<file path="src/rtl/sel_sequencer_if.sv">
// rtl/sel_sequencer_if.sv - scan request inputs and select-code/status outputs of sel_sequencer
interface sel_sequencer_if #(
  parameter int DWELL_W = 4
);
  logic               start;
  logic               dir;
  logic [DWELL_W-1:0] dwell;
  logic               hold;
  logic [1:0]         A;
  logic               step;
  logic               busy;
  logic               done;

  // Requester side: issues scan passes and watches progress
  modport master (
    output start, dir, dwell, hold,
    input  A, step, busy, done
  );

  // Sequencer side
  modport slave (
    input  start, dir, dwell, hold,
    output A, step, busy, done
  );
endinterface

</file>
<file path="src/rtl/sel_sequencer.sv">
// rtl/sel_sequencer.sv - four-code select scanner with per-code dwell and hold; SEL_SEQ_GRAY_EN selects Gray code order
module sel_sequencer #(
  parameter int DWELL_W = 4
) (
  input  logic           clk,
  input  logic           rst,
  sel_sequencer_if.slave bus
);

  typedef enum logic [1:0] {IDLE, RUN, DONE} state_t;

  state_t             state_q, state_d;
  logic [1:0]         pos_q, pos_d;
  logic [DWELL_W-1:0] cnt_q, cnt_d;
  logic [DWELL_W-1:0] dwell_q, dwell_d;
  logic               dir_q, dir_d;
  logic [1:0]         a_q, a_d;
  logic               step_q, step_d;
  logic               busy_q, busy_d;
  logic               done_q, done_d;

  // Maps scan position 0..3 to the select code; descending scans walk the ascending table backwards.
  function automatic logic [1:0] code_of(input logic d, input logic [1:0] pos);
    logic [1:0] p;
    p = d ? ~pos : pos;
`ifdef SEL_SEQ_GRAY_EN
    return {p[1], p[1] ^ p[0]};
`else
    return p;
`endif
  endfunction

  // State and registered outputs; reset takes effect without waiting for a clock edge
  always_ff @(posedge clk or posedge rst) begin
    if (rst) begin
      state_q <= IDLE;
      pos_q   <= 2'd0;
      cnt_q   <= '0;
      dwell_q <= '0;
      dir_q   <= 1'b0;
      a_q     <= 2'b00;
      step_q  <= 1'b0;
      busy_q  <= 1'b0;
      done_q  <= 1'b0;
    end else begin
      state_q <= state_d;
      pos_q   <= pos_d;
      cnt_q   <= cnt_d;
      dwell_q <= dwell_d;
      dir_q   <= dir_d;
      a_q     <= a_d;
      step_q  <= step_d;
      busy_q  <= busy_d;
      done_q  <= done_d;
    end
  end

  // Next-state and next-output decode; step and done default low so they only ever pulse
  always_comb begin
    state_d = state_q;
    pos_d   = pos_q;
    cnt_d   = cnt_q;
    dwell_d = dwell_q;
    dir_d   = dir_q;
    a_d     = a_q;
    step_d  = 1'b0;
    busy_d  = busy_q;
    done_d  = 1'b0;
    case (state_q)
      IDLE: begin
        if (bus.start) begin
          state_d = RUN;
          pos_d   = 2'd0;
          cnt_d   = '0;
          dwell_d = bus.dwell;
          dir_d   = bus.dir;
          a_d     = code_of(bus.dir, 2'd0);
          step_d  = 1'b1;
          busy_d  = 1'b1;
        end
      end
      RUN: begin
        // hold freezes everything in place; the pass resumes exactly where it stopped
        if (!bus.hold) begin
          if (cnt_q == dwell_q) begin
            cnt_d = '0;
            if (pos_q == 2'd3) begin
              state_d = DONE;
              busy_d  = 1'b0;
              done_d  = 1'b1;
            end else begin
              pos_d  = pos_q + 2'd1;
              a_d    = code_of(dir_q, pos_q + 2'd1);
              step_d = 1'b1;
            end
          end else begin
            cnt_d = cnt_q + 1'b1;
          end
        end
      end
      DONE: begin
        state_d = IDLE;
      end
      default: begin
        state_d = IDLE;
        busy_d  = 1'b0;
      end
    endcase
  end

  assign bus.A    = a_q;
  assign bus.step = step_q;
  assign bus.busy = busy_q;
  assign bus.done = done_q;

endmodule

</file>
<file path="src/flat_wrapper.sv">
// flat-port wrapper written by rule: the top's interface ports become plain ports
module sel_sequencer_flat 
#(
  parameter int DWELL_W = 4
)
  (clk, rst, bus_start, bus_dir, bus_dwell, bus_hold, bus_A, bus_step, bus_busy, bus_done);
  sel_sequencer_if #(.DWELL_W(DWELL_W)) bus_i ();
  input  logic clk;
  input  logic rst;
  input wire logic [$bits(bus_i.start)-1:0] bus_start;
  input wire logic [$bits(bus_i.dir)-1:0] bus_dir;
  input wire logic [$bits(bus_i.dwell)-1:0] bus_dwell;
  input wire logic [$bits(bus_i.hold)-1:0] bus_hold;
  output wire logic [$bits(bus_i.A)-1:0] bus_A;
  output wire logic [$bits(bus_i.step)-1:0] bus_step;
  output wire logic [$bits(bus_i.busy)-1:0] bus_busy;
  output wire logic [$bits(bus_i.done)-1:0] bus_done;
  assign bus_i.start = bus_start;
  assign bus_i.dir = bus_dir;
  assign bus_i.dwell = bus_dwell;
  assign bus_i.hold = bus_hold;
  assign bus_A = bus_i.A;
  assign bus_step = bus_i.step;
  assign bus_busy = bus_i.busy;
  assign bus_done = bus_i.done;
  sel_sequencer #(.DWELL_W(DWELL_W)) u_core (.clk(clk), .rst(rst), .bus(bus_i));
endmodule
</file>
<file path="config.mk">
export PLATFORM = sky130hd
export DESIGN_NAME = sel_sequencer_flat
export DESIGN_NICKNAME = d
export VERILOG_FILES = /design/src/rtl/sel_sequencer_if.sv /design/src/rtl/sel_sequencer.sv /design/src/flat_wrapper.sv
export SDC_FILE = /design/constraint.sdc
export NUM_CORES = 1
export LEC_CHECK = 0
export CORE_MARGIN = 5
export CORE_UTILIZATION = 58
export CTS_BUF_LIST = sky130_fd_sc_hd__clkbuf_2 sky130_fd_sc_hd__clkbuf_4 sky130_fd_sc_hd__clkbuf_8
export CTS_CLUSTER_SIZE = 30
export DETAILED_ROUTE_END_ITERATION = 8
export GPL_TIMING_DRIVEN = 0
export MAX_ROUTING_LAYER = met4
export PLACE_DENSITY = 0.84
export SLEW_MARGIN = 15
export SYNTH_ARGS = -nofsm -noshare
export SYNTH_HDL_FRONTEND = slang
export SYNTH_SLANG_ARGS = --single-unit
</file>
<file path="constraint.sdc">
create_clock -name clk -period 4.6 [get_ports clk]
set_clock_uncertainty 0.1 [all_clocks]
set_input_delay 1.38 -clock clk [delete_from_list [all_inputs] [get_ports clk]]
set_output_delay 1.38 -clock clk [all_outputs]
set_load 0.005 [all_outputs]
</file>
== Word-level counts from Yosys, hierarchy flattened ==
Index checks and enable logic that the tools add are counted.
Word-level totals
  register bits: 18
  word-level logic and storage cells: 64
  output and inout port bits: 5
  bits of input ports: 9
Cells by class
  multiplexer cells: 35
  $add $sub $neg: 2
  bitwise operators: 2
  reductions and logical operators: 7
  eq/ne operators: 9
Operators with widths (count)
  $mux 2: 14
  $mux 1: 12
  $mux 4: 3
  $pmux 2 s2: 3
  $reduce_and 5->1: 2
  $pmux 4 s2: 1
  $ne 2x2->1 const B: 3
  $add 4x1->4 const B: 1
  $eq 2x2->1 const B: 2
  $eq 4x4->1: 1
  $ne 2x1->1 const B: 2
  $reduce_and 4->1: 1
  $pmux 1 s3: 1
  $reduce_and 3->1: 1
  $add 2x1->2 const B: 1
  $eq 2x1->1 const B: 1
  $logic_not 2->1: 1
  $not 2->2: 1
  $pmux 1 s2: 1
  $reduce_and 2->1: 1
  $reduce_bool 2->1: 1
  $not 1->1: 1

== Longest topological paths before layout ==
  word-level depth: 7
  depth in mapped cells: 5
  mapped depth without buffers: 4

== Worst setup path before layout ==
No wires, ideal clock.
  path type: input port to flip-flop
  start: in bus_hold
  end: reg u_core.a_q[1] (netlist: u_core.bus.A[1])
  library setup time: 0.137 ns
  arrival: 2.168 ns
  setup slack: 2.195 ns
  data required time: 4.363 ns
  cell stages on the path: 4
  path buffers: 0
  cell sequence: nand2b_1 a21o_1 o311ai_1 o211ai_2
On the way
  word-level cells in the longest chain between the ends: 2
RTL lines
  start: declaration: line flat_wrapper.sv:13  | input wire logic [$bits(bus_i.hold)-1:0] bus_hold;
  $ne 2x2->1 (no line)
  $reduce_and 5->1 (no line)
  end signal: assignment: line sel_sequencer.sv:41  | a_q <= 2'b00;
  end signal: assignment: line sel_sequencer.sv:51  | a_q <= a_d;
  end: declaration: line sel_sequencer.sv:17  | logic [1:0] a_q, a_d;
Every way passes these cells.
A chain may end at the register's enable or synchronous reset.

== Final worst setup path ==
  start: in bus_start
  end: reg u_core.a_q[1] (netlist: u_core.bus.A[1])
On the way
  word-level cells in the longest chain between the ends: 2
RTL lines
  start: declaration: line flat_wrapper.sv:10  | input wire logic [$bits(bus_i.start)-1:0] bus_start;
  $ne 2x2->1 (no line)
  $reduce_and 5->1 (no line)
Every way passes these cells.

==> out/qor.yml <==
run_status:
  status: "finished clean"
cts:
  insertion_delay_ns: 0.29
  htree_levels: 1
  cts_setup_buffers: 0
  root_buffer: "clkbuf_4"
  clock-sinks: 18
  path_clk_slew_ns: 0.09
  clockBufferDepth: 2
  cts_resized: 0
  tritoncts: "done"
  cts_made_buffers: 3
  cts_hold_buf: 0
grt:
  grt_usage: 0.1559
  grt_pass1_vias: 671
  overflow: 0
  grt_max_degree: 19
  antenna_found_initial: 0
  grt_pass1_wl_um: 2856
worst_setup_path:
  critical-path-max-stage-delay_ns: 0.46
  crit_slowest_cell: "clkdlybuf4s50_1"
  path_cells: "clkdlybuf4s50_1, nand2b_1, or2_2, clkbuf_1, o311ai_1, o211ai_2"
  endpoint_kind: "register"
  r2r_cells: 5
  cp_max_fo: 10
  crit_path_start_kind: "input port"
  cp_data_arrival_time_ns: 2.78
  worstSetupPathType: "input port to register"
  required_ns: 4.67
  path_depth: 6
  path_delay_family: "buffers and inverters"
  critPathBufInv: 2
placement:
  io_buffers: 13
  dp_slack_ns: 1.593
  dp_hpwl_um: 1215
  place_congestion: 0.7424
hold_path:
  hp-class: "register to register"
  whs_path_depth: 2
power_and_ir_drop:
  power_density_nw_per_um2: 558.7
  vdd_drop_max_mv: 0.3273
  p_leak_nw: 0.4808
  total_power_mw: 0.5872
detailed_routing:
  routedWlPerCell_um: 13.60
  via_per_inst: 5.587
  ant_nets: 0
  drtIter0Drc: 7
  drc: 0
  dr.pass1.iters: 4
  routed-via-count: 676
  totalWireLength_um: 1646
finish:
  n_antenna_cell: 0
  final_common_cell: "nand2_1"
  post-route-util: 0.7143
  area_growth_pct: 19.66
  layout-drive-gt1-share: 0.1048
  final_cell_mix: "nand2_1, dfrtp_1, clkdlybuf4s50_1"
  final_nets: 118
synthesis:
  syn_nets: 100
  synthCells: 89
  syn-cell-area_sq_um: 878.3
  synth_area_per_cell_sq_um: 9.869
  synth-seq-cells: 18
  synth_cell_types: 31
  yosysSeqAreaShare: 0.5128
  synth_area_leader_cell: "dfrtp_1"
  synthTopCellsByArea: "dfrtp_1, nand2_1, xnor2_1, nand2b_1, inv_1"
  yosysWarningCount: 0
  synth_top_area_share: 0.5128
sta:
  finalSetupViolCount: 0
  worst_slack_ns: 1.890
  fin_crit_ns: 2.710
  final_max_slew_viol_count: 0
  hold_violations: 0
  fmax_mhz: 369.0
  tns_ns: 0
  relSlewSlack: 0.5536
  worstMarginPinSlew_ns: 0.6688
  rsz0062_at_grt: "false"
  finalCritPeriodShare: 0.5891
floorplan:
  initial_core_util: 0.5969
  die_width_um: 48.92
  rows: 14
  core-area_sq_um: 1471
  io_pins: 14
  die-area_sq_um: 2393
  fp.dieH_um: 48.92
run:
  maxCapViolations: 0
==> cell usage after synthesis <==
cell and count:
nand2_1 20, dfrtp_1 18, inv_1 7, xnor2_1 6, nand2b_1 5, nor3_1 3
o21ai_0 3, o22ai_1 3, ha_1 2, a21o_1 1, a22oi_1 1, a31oi_1 1
and2b_2 1, and3_1 1, buf_2 1, clkbuf_1 1, mux2i_1 1, nand2b_2 1
nand3_1 1, nand4_1 1, nor2_1 1, nor2b_1 1, nor3_2 1, o211ai_2 1
o221a_2 1, o221ai_1 1, o311ai_1 1, o31ai_1 1, or2_2 1, or3_4 1
or4_1 1
==> worst paths after layout <==
check | slack (ns) | endpoint | start
max | 1.89 | u_core.bus.A[1] | bus_start
min | 0.40 | u_core.dwell_q[1] | u_core.dwell_q[1]
max reg2reg | 2.94 | u_core.bus.A[1] | u_core.state_q[0]
min reg2reg | 0.40 | u_core.dwell_q[1] | u_core.dwell_q[1]
max in group asynchronous | 2.60 | u_core.state_q[0] | rst
min in group asynchronous | 1.37 | u_core.dwell_q[0] | rst
==> kinds of logic after synthesis <==
kind of cell / count (synthesis) / synth area share
buffers and inverters: 9 / 0.03988
xor gates and xnor gates: 6 / 0.05983
AOI/OAI and AO/OA: 14 / 0.1182
DFF: 18 / 0.5128
muxes: 1 / 0.01140
and+or+nand+nor: 39 / 0.2294
adders and majority gates: 2 / 0.02849
==> routing by layer <==
metal	up-vias	wire length (um)	global-route usage
met4	0	27	0.07623
met3	4	85	0.02446
met1	321	720	0.1824
met5	-	0	-
met2	16	813	0.2587
li1	335	-	-
==> metrics by stage <==
step	std cells	area, sq um	hold WS (ns)
after global placement	118	1028	0.3843
after detailed placement	118	1028	0.3846
after global routing	121	1051	0.4254
final	121	1051	0.4027
after floorplan	89	878.3	0.3665
after CTS	121	1051	0.4080
==> registers in the layout (all words and copies together) (netlist names) <==
name and flops:
u_core.bus.A 2, u_core.bus.busy 1, u_core.bus.done 1, u_core.bus.step 1, u_core.cnt_q 4, u_core.dir_q 1, u_core.dwell_q 4, u_core.pos_q 2
u_core.state_q 2
==> power breakdown <==
group          total, mW  leakage (nW)  switching, mW  internal [mW]
clock             0.0750        0.0138         0.0445         0.0305
combinational      0.242         0.249          0.113          0.129
sequential         0.271         0.218         0.0532          0.217
==> area by class of cell <==
cell class / count / area [sq um]
fillers: 120 / 420.4
plain buffers: 2 / 8.758
flip-flops and latches: 18 / 450.4
multi-input cells: 62 / 392.9
well taps: 16 / 20.02
clock buffers: 3 / 22.52
repair buffers: 13 / 130.1
inverters: 7 / 26.28
==> tightest hold or removal path: cells and delay by family (launching register included) <==
family	cells	cell delay, ns
AND/OR/NAND/NOR	2	0.10
flip-flops	1	0.37
Power figures use the tool's default switching activity.
